--- config.mk ---
export PLATFORM = sky130hd
export DESIGN_NAME = poly_addsub_engine_flat
export DESIGN_NICKNAME = d
export VERILOG_FILES = /design/src/rtl/kyber_pkg.sv /design/src/rtl/poly_addsub_engine_if.sv /design/src/rtl/mod_addsub.sv /design/src/rtl/poly_addsub_engine.sv /design/src/flat_wrapper.sv
export SDC_FILE = /design/constraint.sdc
export NUM_CORES = 1
export LEC_CHECK = 0
export BUFFER_PORTS_ARGS = -buffer_cell sky130_fd_sc_hd__buf_2
export CAP_MARGIN = 15
export CELL_PAD_IN_SITES_DETAIL_PLACEMENT = 1
export CELL_PAD_IN_SITES_GLOBAL_PLACEMENT = 1
export CORE_ASPECT_RATIO = 1.5
export CORE_MARGIN = 2
export CORE_UTILIZATION = 29
export DETAILED_ROUTE_END_ITERATION = 8
export GPL_TIMING_DRIVEN = 0
export PLACE_DENSITY = 0.7
export SLEW_MARGIN = 20
export SYNTH_ARGS = -nofsm -noshare
export SYNTH_HDL_FRONTEND = slang
export SYNTH_SLANG_ARGS = --single-unit
--- constraint.sdc ---
create_clock -name clk -period 4 [get_ports clk]
set_input_delay 0.4 -clock clk [delete_from_list [all_inputs] [get_ports clk]]
set_output_delay 0.4 -clock clk [all_outputs]
set_load 0.1 [all_outputs]
--- src/rtl/kyber_pkg.sv ---
// kyber_pkg: constants and FSM encoding shared by the Kyber datapath blocks
// (poly_addsub_engine, mini_fsm, NTT stages).
//   Q    - Kyber modulus
//   N    - coefficients per polynomial
//   CW   - coefficient width in bits
//   AW   - coefficient address width, log2(N)
//   ST_* - engine FSM state encoding, exposed on the debug state output
package kyber_pkg;

    localparam int unsigned Q  = 3329;
    localparam int unsigned N  = 256;
    localparam int unsigned CW = 12;
    localparam int unsigned AW = 8;

    // Modulus at CW+1 bits, the width used for the pre-correction sum/difference.
    localparam logic [CW:0] Q_W = (CW+1)'(Q);

    typedef logic [CW-1:0] coeff_t;
    typedef logic [AW-1:0] addr_t;

    localparam logic [1:0] ST_IDLE  = 2'd0;
    localparam logic [1:0] ST_RUN   = 2'd1;
    localparam logic [1:0] ST_DRAIN = 2'd2;
    localparam logic [1:0] ST_DONE  = 2'd3;

endpackage

--- src/rtl/poly_addsub_engine_if.sv ---
// poly_addsub_engine_if: control and RAM-side signals of the add/sub engine.
//   start_pulse, op_sub : one-cycle start request and operation select
//   busy, done          : run status and one-cycle completion pulse
//   rd_en, rd_addr      : shared synchronous read port of RAMs A and B
//   a_data, b_data      : read data, valid one cycle after rd_en
//   wr_en, wr_addr,
//   wr_data             : write port of RAM C
//   state               : debug view of the engine FSM
// Handshake: there is no backpressure. start_pulse is honoured only when the
// engine is idle (busy=0, done=0); reads issue every cycle of a run and read
// data is consumed exactly one cycle after its rd_en, so the RAMs must have a
// fixed one-cycle read latency.
// master = engine side, slave = control bank / RAM side.
interface poly_addsub_engine_if;
    import kyber_pkg::*;

    logic       start_pulse;
    logic       op_sub;
    logic       busy;
    logic       done;
    logic       rd_en;
    addr_t      rd_addr;
    coeff_t     a_data;
    coeff_t     b_data;
    logic       wr_en;
    addr_t      wr_addr;
    coeff_t     wr_data;
    logic [1:0] state;

    modport master (
        input  start_pulse, op_sub, a_data, b_data,
        output busy, done, rd_en, rd_addr, wr_en, wr_addr, wr_data, state
    );

    modport slave (
        output start_pulse, op_sub, a_data, b_data,
        input  busy, done, rd_en, rd_addr, wr_en, wr_addr, wr_data, state
    );

endinterface

--- src/rtl/mod_addsub.sv ---
// mod_addsub: combinational modular add/subtract modulo Q.
//   a, b   : operands, expected in [0, Q-1]
//   sub    : 0 -> a+b mod Q, 1 -> a-b mod Q
//   result : in [0, Q-1] for in-range operands
// Only a single conditional correction is applied; out-of-range operands
// give an unspecified (but deterministic) result.
module mod_addsub
    import kyber_pkg::*;
(
    input  logic [CW-1:0] a,
    input  logic [CW-1:0] b,
    input  logic          sub,
    output logic [CW-1:0] result
);

    logic [CW:0] sum;
    logic [CW:0] diff;

    always_comb begin
        sum    = {1'b0, a} + {1'b0, b};
        diff   = {1'b0, a} - {1'b0, b};
        result = '0;
        if (sub) begin
            // diff[CW] is the sign of a-b; adding Q modulo 2^(CW+1) lands in range.
            result = diff[CW] ? CW'(diff + Q_W) : diff[CW-1:0];
        end else begin
            result = (sum >= Q_W) ? CW'(sum - Q_W) : sum[CW-1:0];
        end
    end

endmodule

--- src/rtl/poly_addsub_engine.sv ---
// poly_addsub_engine: coefficient-wise C = A +/- B mod Q over N coefficients.
//   clk, rst : clock, synchronous active-high reset
//   bus      : poly_addsub_engine_if.master (start/op, status, RAM ports, debug state)
// Pipeline: read issued after E(k), RAM data valid after E(k+1), registered
// result written after E(k+2). done follows the last write by one cycle,
// giving a start-to-done latency of N+2 cycles.
module poly_addsub_engine
    import kyber_pkg::*;
(
    input  logic                   clk,
    input  logic                   rst,
    poly_addsub_engine_if.master   bus
);

    logic [1:0] state;
    logic       op_q;
    logic       rd_en_d1;
    addr_t      rd_addr_d1;
    coeff_t     result;

    mod_addsub u_mod_addsub (
        .a      (bus.a_data),
        .b      (bus.b_data),
        .sub    (op_q),
        .result (result)
    );

    always_ff @(posedge clk) begin
        if (rst) begin
            state       <= ST_IDLE;
            op_q        <= 1'b0;
            bus.rd_en   <= 1'b0;
            bus.rd_addr <= '0;
            rd_en_d1    <= 1'b0;
            rd_addr_d1  <= '0;
            bus.wr_en   <= 1'b0;
            bus.wr_addr <= '0;
            bus.wr_data <= '0;
        end else begin
            // Stage 1: track which address the RAM data belongs to.
            rd_en_d1   <= bus.rd_en;
            rd_addr_d1 <= bus.rd_addr;

            // Stage 2: register the corrected result for RAM C.
            bus.wr_en <= rd_en_d1;
            if (rd_en_d1) begin
                bus.wr_addr <= rd_addr_d1;
                bus.wr_data <= result;
            end

            case (state)
                ST_IDLE: begin
                    if (bus.start_pulse) begin
                        state       <= ST_RUN;
                        op_q        <= bus.op_sub;
                        bus.rd_en   <= 1'b1;
                        bus.rd_addr <= '0;
                    end
                end
                ST_RUN: begin
                    // Address wraps to 0 after N-1; terminal count is the compare.
                    bus.rd_addr <= bus.rd_addr + AW'(1);
                    if (bus.rd_addr == AW'(N - 1)) begin
                        bus.rd_en <= 1'b0;
                        state     <= ST_DRAIN;
                    end
                end
                ST_DRAIN: begin
                    // Once stage 1 is empty, the last write is being issued now.
                    if (!rd_en_d1) begin
                        state <= ST_DONE;
                    end
                end
                ST_DONE: begin
                    state <= ST_IDLE;
                end
                default: begin
                    state <= ST_IDLE;
                end
            endcase
        end
    end

    assign bus.busy  = (state == ST_RUN) || (state == ST_DRAIN);
    assign bus.done  = (state == ST_DONE);
    assign bus.state = state;

endmodule
--- src/flat_wrapper.sv ---
// flat-port wrapper written by rule: the top's interface ports become plain ports
module poly_addsub_engine_flat import kyber_pkg::*;
  (clk, rst, bus_start_pulse, bus_op_sub, bus_a_data, bus_b_data, bus_busy, bus_done, bus_rd_en, bus_rd_addr, bus_wr_en, bus_wr_addr, bus_wr_data, bus_state);
  poly_addsub_engine_if bus_i ();
  input  logic clk;
  input  logic rst;
  input wire logic [$bits(bus_i.start_pulse)-1:0] bus_start_pulse;
  input wire logic [$bits(bus_i.op_sub)-1:0] bus_op_sub;
  input wire logic [$bits(bus_i.a_data)-1:0] bus_a_data;
  input wire logic [$bits(bus_i.b_data)-1:0] bus_b_data;
  output wire logic [$bits(bus_i.busy)-1:0] bus_busy;
  output wire logic [$bits(bus_i.done)-1:0] bus_done;
  output wire logic [$bits(bus_i.rd_en)-1:0] bus_rd_en;
  output wire logic [$bits(bus_i.rd_addr)-1:0] bus_rd_addr;
  output wire logic [$bits(bus_i.wr_en)-1:0] bus_wr_en;
  output wire logic [$bits(bus_i.wr_addr)-1:0] bus_wr_addr;
  output wire logic [$bits(bus_i.wr_data)-1:0] bus_wr_data;
  output wire logic [$bits(bus_i.state)-1:0] bus_state;
  assign bus_i.start_pulse = bus_start_pulse;
  assign bus_i.op_sub = bus_op_sub;
  assign bus_i.a_data = bus_a_data;
  assign bus_i.b_data = bus_b_data;
  assign bus_busy = bus_i.busy;
  assign bus_done = bus_i.done;
  assign bus_rd_en = bus_i.rd_en;
  assign bus_rd_addr = bus_i.rd_addr;
  assign bus_wr_en = bus_i.wr_en;
  assign bus_wr_addr = bus_i.wr_addr;
  assign bus_wr_data = bus_i.wr_data;
  assign bus_state = bus_i.state;
  poly_addsub_engine u_core (.clk(clk), .rst(rst), .bus(bus_i));
endmodule
# == Yosys cells after proc, flatten, opt, wreduce, memory -nomap -nowiden ==
# Cells that the tools add are included.
# word_totals
ff_bits,42
out_inout_bits,34
elab_cells,41
# classes
add_sub_neg,5
n_lt_le_gt_ge,1
n_eq_ne,7
mux,12
n_reduce_logical,7
# op_table
cell,count
two-way mux 12 bit,3
one-hot mux 8 bit (2 select lines),1
adder 12 x 12 -> 13 bit,1
greater-or-equal comparator 13 x 12 -> 1 bit (second input constant),1
subtractor 12 x 12 -> 13 bit,1
adder 12 bit (second input constant),1
subtractor 12 bit (second input constant),1
adder 8 x 1 -> 8 bit (second input constant),1
equality test 8 bit (second input constant),1
two-way mux 8 bit,1
one-hot mux 2 bit (4 select lines),1
two-way mux 2 bit,3
AND reduction 3 bit,2
equality test 2 bit (second input constant),2
inequality test 2 bit (second input constant),2
AND reduction 2 bit,2
equality test 2 x 1 -> 1 bit (second input constant),1
zero test 2 bit,1
two-way mux 1 bit,2
inequality test 2 x 1 -> 1 bit (second input constant),1
one-hot mux 1 bit (2 select lines),1
nonzero test 2 bit,1
logical OR 1 bit,1

# == Logic depth before layout (Yosys ltp) ==
# Gate-level depths: netlist (run 1).
# depth
ltp_word,4
mapped_depth,13
mapped_depth_nobuf,13

# == Modules after synthesis ==
# From an unflattened synthesis (run 1), not the netlist that was laid out.
# unflattened
cells_unflattened,447
hier_area_um2,3704.8
# by_module_without_submodules
module,n_inst,cells_each,area_per_inst_um2,seq_area_each_um2
mod_addsub,1,290,2132.0,0.0
poly_addsub_engine,1,157,1572.8,840.8

# == Worst setup path before layout (run 1) ==
# OpenSTA, ideal clock, no wires.
# synth_path
path_kind,in2reg
from,in bus_b_data[0]
to,reg u_core.bus.wr_data[4]
setup_time_ns,0.103
arrival_time_ns,3.070
t_required_ns,3.897
path_slack_ns,0.827
path_stages,11
path_cell_list,ha_1 fa_1 nand2b_4 a2111oi_4 or3_1 a21oi_1 nor4b_4 a2111oi_4 o2111ai_2 xnor2_1 a2111oi_2
# synth_via
elab_chain_len,4
word_cells_on_any_way,8
classes_between,add/sub (4); order compare (1); mux (3)
# synth_rtl
item,line,rtl
from (decl),flat_wrapper.sv:10,input wire logic [$bits(bus_i.b_data)-1:0] bus_b_data;
adder 12 x 12 -> 13 bit or subtractor 12 x 12 -> 13 bit (tied branches),"mod_addsub.sv:20, mod_addsub.sv:21",
"subtractor 12 bit, or another cell as far along",mod_addsub.sv:27,result = (sum >= Q_W) ? CW'(sum - Q_W) : sum[CW-1:0];
"two-way mux 12 bit, on equally long branches","mod_addsub.sv:27, mod_addsub.sv:25",
two-way mux 12 bit *,mod_addsub.sv:23,if (sub) begin
to (signal assigned),poly_addsub_engine.sv:48,bus.wr_data <= result;
to (decl),poly_addsub_engine_if.sv:32,"output busy, done, rd_en, rd_addr, wr_en, wr_addr, wr_data, state"
# Mark *: on every way between the ends. The rest lies on a longest branch, timed or not.
# A chain may end at the register's enable or synchronous reset.

# == Worst setup path after layout (run 1) ==
# layout_path
from,in bus_a_data[0]
to,reg u_core.bus.wr_data[11]
# layout_via
elab_chain_len,4
word_cells_on_any_way,8
classes_between,add/sub (4); order compare (1); mux (3)
# layout_rtl
item,line,rtl
from (decl),flat_wrapper.sv:9,input wire logic [$bits(bus_i.a_data)-1:0] bus_a_data;
adder 12 x 12 -> 13 bit or subtractor 12 x 12 -> 13 bit (tied branches),"mod_addsub.sv:20, mod_addsub.sv:21",
"subtractor 12 bit, or another cell as far along",mod_addsub.sv:27,
"two-way mux 12 bit, on equally long branches","mod_addsub.sv:27, mod_addsub.sv:25",
two-way mux 12 bit *,mod_addsub.sv:23,
# Marked as above.

==> results of run 1 <==
## power breakdown
group	switching (mW)	leakage (nW)	internal (mW)
Sequential	0.0389	0.340	0.463
Combinational	0.789	1.40	0.289
Clock	0.160	0.0771	0.294
## sequential cells by signal, summed over array words and instances (netlist names)
register and count:
u_core.bus.wr_data 12, u_core.bus.rd_addr 8, u_core.bus.wr_addr 8, u_core.rd_addr_d1 8, u_core.bus.state 2, u_core.bus.rd_en 1, u_core.bus.wr_en 1, u_core.op_q 1
u_core.rd_en_d1 1
## how the worst min path moves through the flow
| stage | startpoint | end | slack (ns) | cells past startpoint |
|---|---|---|---|---|
| after detailed placement | u_core.rd_addr_d1[5] | u_core.bus.wr_addr[5] | 0.46 | 2 |
| after floorplan | u_core.rd_addr_d1[0] | u_core.bus.wr_addr[0] | 0.44 | 2 |
| after CTS | rst | u_core.bus.wr_data[3] | 0.37 | 2 |
| after global placement | u_core.rd_addr_d1[5] | u_core.bus.wr_addr[5] | 0.45 | 2 |
| final | rst | u_core.bus.wr_data[3] | 0.37 | 2 |
| after global routing | rst | u_core.bus.wr_data[3] | 0.38 | 2 |
## cells by family after synthesis
| family | after synthesis | share of synthesized area [%] |
|---|---|---|
| buf+inv | 47 | 5.47 |
| mux | 10 | 3.01 |
| fa+ha+maj | 34 | 12.6 |
| xor+xnor | 35 | 8.77 |
| simple gates | 161 | 24.0 |
| compound gates | 105 | 22.1 |
| flops | 42 | 24.0 |
## cell type report
class,instances,area share (%)
clock inverters,2,0.902
clock buffers,6,3.10
plain buffers,15,1.71
well taps,153,4.60
flip-flops and latches,42,20.2
repair buffers,61,7.34
multi-input cells,345,59.2
inverters,32,2.89
## routing by layer
| layer | global-route usage (%) | vias to the layer above | routed length, µm |
|---|---|---|---|
| li1 | - | 1676 | - |
| met1 | 15.3 | 1593 | 3890 |
| met2 | 32.5 | 55 | 5750 |
| met3 | 1.85 | 13 | 251 |
| met4 | 3.97 | 0 | 196 |
| met5 | 0 | - | 0 |
## synth_stat cells (5+ instances only)
cell	count
nor2_1	50
inv_1	31
nor3_1	10
a31oi_1	5
xor2_1	13
nor2b_1	17
nand2_1	28
mux2i_1	9
and3_1	8
clkbuf_1	9
o21ai_0	16
nand4_1	6
xnor2_1	22
ha_1	32
dfxtp_1	42
a21oi_1	26
nand3_1	13
## placed cells by master, fill, tap and decap left out, types with 3 or more instances in the layout
cell	n
a211o_1	3
a21oi_1	26
a221oi_1	3
a31oi_1	5
and3_1	8
buf_2	64
clkbuf_1	10
clkbuf_16	5
dfxtp_1	42
ha_1	32
inv_1	31
mux2i_1	9
nand2_1	28
nand2b_1	4
nand3_1	13
nand4_1	6
nor2_1	50
nor2b_1	17
nor3_1	10
o21a_1	3
o21ai_0	16
o21ai_1	4
o21bai_1	4
o31ai_1	4
or3_1	4
xnor2_1	22
xor2_1	13
## critical path: cells and delay by family
family	cells	cell delay, ns
xor gates and xnor gates	1	0.22
and+or+nand+nor	4	1.07
adders and majority gates	2	0.58
buffers and inverters	3	0.22
AOI/OAI and AO/OA	4	1.18
## through the flow
| stage | util, % | setup WS (ns) |
|---|---|---|
| 6_report | 35.0 | 0.510 |
| 5_1_grt | 35.0 | 0.217 |
| 4_1_cts | 35.0 | 0.421 |
| 3_5_place_dp | 33.6 | 0.131 |
| 3_3_place_gp | 33.6 | 0.187 |
| 2_1_floorplan | - | 0.827 |
==> results.yml, run 1 <==
cells_and_area:
  drive_above_1_share_pct: 16.7
  area_growth_pct: 19.0
  fin_area_um2: 4160
  final-seq-area_um2: 841
  stdcell_count: 656
  n_fill_cell: 1495
  multi_input_area_um2: 2460
  antennaDiodeCount: 0
  nets: 564
grt:
  grt_max_degree: 14
  grt_overflow: 0
  grt_pass1_vias: 3533
  grt_use_total_pct: 15.5
  grt_pass1_wl_um: 16500
  antenna_found_initial: 0
floorplan:
  die_h_um: 138
  die_w_um: 93.7
  die_area_um2: 13000
  io_pins: 62
  core.rowCount: 49
  start_util_pct: 29.4
  design.core.area_um2: 11900
route:
  antenna_left: 0
  drt-vias-per-instance: 5.09
  drc: 0
  vias: 3337
  drt_iter0_drc: 83
  dr.pass1.iters: 4
  wl_per_cell_um: 15.4
  finalWirelength_um: 10100
clocking:
  h-tree-depth: 2
  clock-sinks: 42
  cts-root-buf: "clkbuf_16"
  worstSkewPairLatency_ns: 0.28
  clk_pin_slew_ns: 0.06
  cts_setup_buffers: 0
  cts_tree: "done"
  cts_made_buffers: 5
  ctsLongestPathBuffers: 2
  cts-hold-fix-buffers: 0
  cts-resized-gates: 0
sta:
  fin_crit_sh_pct: 87.2
  finClkSkew_ns: 0.00346
  fmax_mhz: 287
  slew_viol_final: 0
  holdWs_ns: 0.373
  relSlewSlack_pct: 53.1
  setup_tns_ns: 0
  tightest_slew_ns: 0.701
  hold_viol: 0
  setup_violations: 0
  rsz0062_at_grt: "no"
  fin_crit_ns: 3.49
place:
  dpl_cell_area_um2: 3990
  gp_routability_congestion: 0.806
  place_hpwl_um: 8500
  port_buffers: 61
  place_inst: 648
setup_path:
  endpoint_kind: "flop"
  crit_path_start: "bus_a_data[0]"
  cp_cell_sequence: "buf_2 -> inv_1 -> ha_1 -> inv_1 -> fa_1 -> and3_1 -> o21a_1 -> nor4b_1 -> nand4b_1 -> o32ai_2 -> a211oi_1 -> xnor2_1 -> nor2_1 -> o41a_1"
  worst_setup_path_start_kind: "input pin"
  slowest_stage: "nor4b_1"
  rr_worst_depth: 8
  regToRegEndpoint: "u_core.bus.rd_addr[7]"
  crit_end: "u_core.bus.wr_data[11]"
  crit_top_cell: "inv_1"
  cp.arrival_ns: 3.66
  r2r_slack_ns: 2.19
  worstPathMaxFanout: 6
  required_ns: 4.17
  max_stage_delay_ns: 0.56
  r2r-start: "u_core.bus.state[0]"
  critical_path_class: "input pin to flop"
logic_synthesis:
  yosysTopAreaCell: "dfxtp_1"
  synth-seq-cells: 42
  synth-main-ff-cell: "dfxtp_1"
  syn_area_um2: 3500
  synth.top_cell.area_share_pct: 24.0
  syn_nets: 496
  syn-mean-instance-area_um2: 8.06
  yosys-top-cells-area: "dfxtp_1 (24%), ha_1 (11%), xnor2_1 (5.5%)"
  yosysWarnings: 0
  yosysSeqAreaShare_pct: 24.0
  async_flop_share_pct: 0
  synth_edf_count: 0
  synthCells: 434
  synth.distinct_cells: 73
run:
  max_cap_viol_count: 0
status:
  status: "finished clean"
power:
  p_per_area_nw_per_um2: 489
  vdd_drop_max_uv: 170
  power.total_mw: 2.03
  leakage_nw: 1.82
hold_path:
  holdCritPathClass: "input pin to flop"
No activity file was read; power rests on OpenSTA's default activity.
==> run 2: changes to the inputs <==
--- a/config.mk
+++ b/config.mk
@@ -12,10 +12,12 @@
 export CORE_ASPECT_RATIO = 1.5
 export CORE_MARGIN = 2
 export CORE_UTILIZATION = 29
+export CTS_BUF_LIST = sky130_fd_sc_hd__clkbuf_16
 export DETAILED_ROUTE_END_ITERATION = 8
 export GPL_TIMING_DRIVEN = 0
 export PLACE_DENSITY = 0.7
 export SLEW_MARGIN = 20
 export SYNTH_ARGS = -nofsm -noshare
 export SYNTH_HDL_FRONTEND = slang
+export SYNTH_HIERARCHICAL = 1
 export SYNTH_SLANG_ARGS = --single-unit
==> run 2 against run 1 <==
  * Core utilization about the same
  * First-iteration DRC count rose by 43%
  * Critical endpoint is now u_core/bus.wr_data[2]
  * Sequential cell count unchanged
  * Via count grew 5.0%
  * Combinational power grew 7%
  * Critical path type unchanged
  * Sequential power fell by 2%
  * Global-route usage rose by 0.57 points
==> results.yml, run 2 <==
clocking:
  ctsLongestPathBuffers: 2
  cts-root-buf: "clkbuf_16"
  cts_made_buffers: 5
  cts-hold-fix-buffers: 0
  h-tree-depth: 2
  clock-sinks: 42
  clk_pin_slew_ns: 0.06
  cts_setup_buffers: 0
  cts_tree: "done"
  worstSkewPairLatency_ns: 0.28
route:
  wl_per_cell_um: 16.0
  drt-vias-per-instance: 5.22
  drc: 0
  dr.pass1.iters: 4
  finalWirelength_um: 10700
  vias: 3505
  antenna_left: 0
  drt_iter0_drc: 119
cells_and_area:
  utilization_pct: 35.0
  final_cell_mix: "buf_2 (65), nor2_1 (52), dfxtp_1 (42)"
  nets: 576
  antennaDiodeCount: 0
  area_growth_pct: 17.5
  top_register: "u_core/bus.wr_data"
  drive_above_1_share_pct: 18.4
  fin_area_um2: 4350
  largest_reg_flops: 12
  final_common_cell: "buf_2"
logic_synthesis:
  syn_nets: 509
  synth.top_cell.area_share_pct: 22.7
  syn_area_um2: 3700
  synth_edf_count: 0
  async_flop_share_pct: 0
  syn-mean-instance-area_um2: 8.29
  yosysTopAreaCell: "dfxtp_1"
  synth-seq-cells: 42
  yosysSeqAreaShare_pct: 22.7
  yosys-top-cells-area: "dfxtp_1 (23%), ha_1 (11%), mux2i_1 (7.8%)"
  synth.distinct_cells: 68
  synth.most_common_cell: "nor2_1"
  synthCells: 447
  synth-main-ff-cell: "dfxtp_1"
  yosysWarnings: 6
  synthTopCellsByCount: "nor2_1 (52), dfxtp_1 (42), ha_1 (32)"
grt:
  grt-busiest-layer: "met2"
  grt_pass1_wl_um: 17600
  grt_overflow: 0
  use_met3_pct: 2.28
  grt_use_total_pct: 16.1
  met2_usage_pct: 32.3
  antenna_found_initial: 0
  grt_max_degree: 14
  grt_pass1_vias: 3712
  use_met1_pct: 15.8
floorplan:
  start_util_pct: 29.8
  die_area_um2: 13700
  die_w_um: 96.3
  design.core.area_um2: 12400
  die_h_um: 142
  io_pins: 62
  core.rowCount: 50
sta:
  setup_tns_ns: 0
  finClkSkew_ns: 0.00514
  slew_viol_final: 0
  fin_crit_ns: 3.69
  setup_violations: 0
  fin_crit_sh_pct: 92.4
  tightest_slew_ns: 0.890
  relSlewSlack_pct: 40.7
  rsz0062_at_grt: "no"
  fmax_mhz: 271
  hold_viol: 0
place:
  gp_routability_congestion: 0.763
  place_hpwl_um: 8820
  port_buffers: 60
  dpl_cell_area_um2: 4200
status:
  status: "finished clean"
run:
  max_cap_viol_count: 0
power:
  vdd_drop_max_uv: 499
  leakage_nw: 1.86
  power.total_mw: 2.04
  p_per_area_nw_per_um2: 468
setup_path:
  critical_path_class: "input pin to flop"
  worst_setup_path_start_kind: "input pin"
  cp.arrival_ns: 3.84
  endpoint_kind: "flop"
  required_ns: 4.15
  worstPathMaxFanout: 9
hold_path:
  holdCritPathClass: "input pin to flop"
-- run 2: where the power goes --
part,total [mW],switching (mW),internal [mW]
registers,0.493,0.0325,0.461
clock network,0.386,0.159,0.228
logic,1.16,0.821,0.339
-- run 2: stage by stage --
stage,hold slack (ns),std cells,worst slack [ns]
floorplan,0.435,447,0.545
global placement,0.448,663,-0.116
detailed placement,0.461,663,-0.221
CTS,0.373,671,0.0541
global route,0.377,671,0.121
finish,0.376,671,0.305
-- run 2: worst max-delay path, cell delays in order --
cell,delay [ns]
buf_2,0.11
ha_1,0.28
buf_4,0.17
or4_4,0.55
a2111oi_2,0.46
nor4_4,0.15
xor2_2,0.31
and4b_1,0.28
o41ai_4,0.53
a211oi_1,0.17
a211o_1,0.25
mux2i_1,0.13
nor2_1,0.05
-- run 2: final timing paths --
kind | start | to | slack, ns | cells past startpoint
worst min register to register | u_core/op_q | u_core/op_q | 0.47 | 2
worst max-delay path | bus_a_data[5] | u_core/bus.wr_data[2] | 0.31 | 13
worst min-delay path | bus_op_sub | u_core/op_q | 0.38 | 3
worst max register to register | u_core/bus.state[1] | u_core/bus.rd_addr[5] | 1.98 | 6
-- run 2: routing by layer --
metal / wire length [µm] / share of wire (%)
met1: 3940 / 37
met2: 6060 / 56
met3: 414 / 3.9
met4: 312 / 2.9
met5: 0 / 0
-- run 2: area by class of cell --
cell class                 instances  area, µm²
multi-input combinational        354       2650
tap                              156        195
inverter                          28        105
sequential                        42        841
fill                            1546       8100
clock inverter                     3       16.3
buffer                            23        123
clock buffer                       5        125
timing repair buffer              60        300
-- run 2: cells by family after synthesis --
kind of cell    Yosys count  synth area share [%]
compound gates           95                  19.8
flops                    42                  22.7
xor+xnor                 34                  8.44
mux                      29                  7.84
fa+ha+maj                34                  11.9
simple gates            162                  23.2
buf+inv                  51                  6.15
-- run 2: timing repair --
action                     in CTS  in global routing
setup endpoints to repair       0                  4
hold endpoints to repair        0                  0
gates resized for setup         0                  1
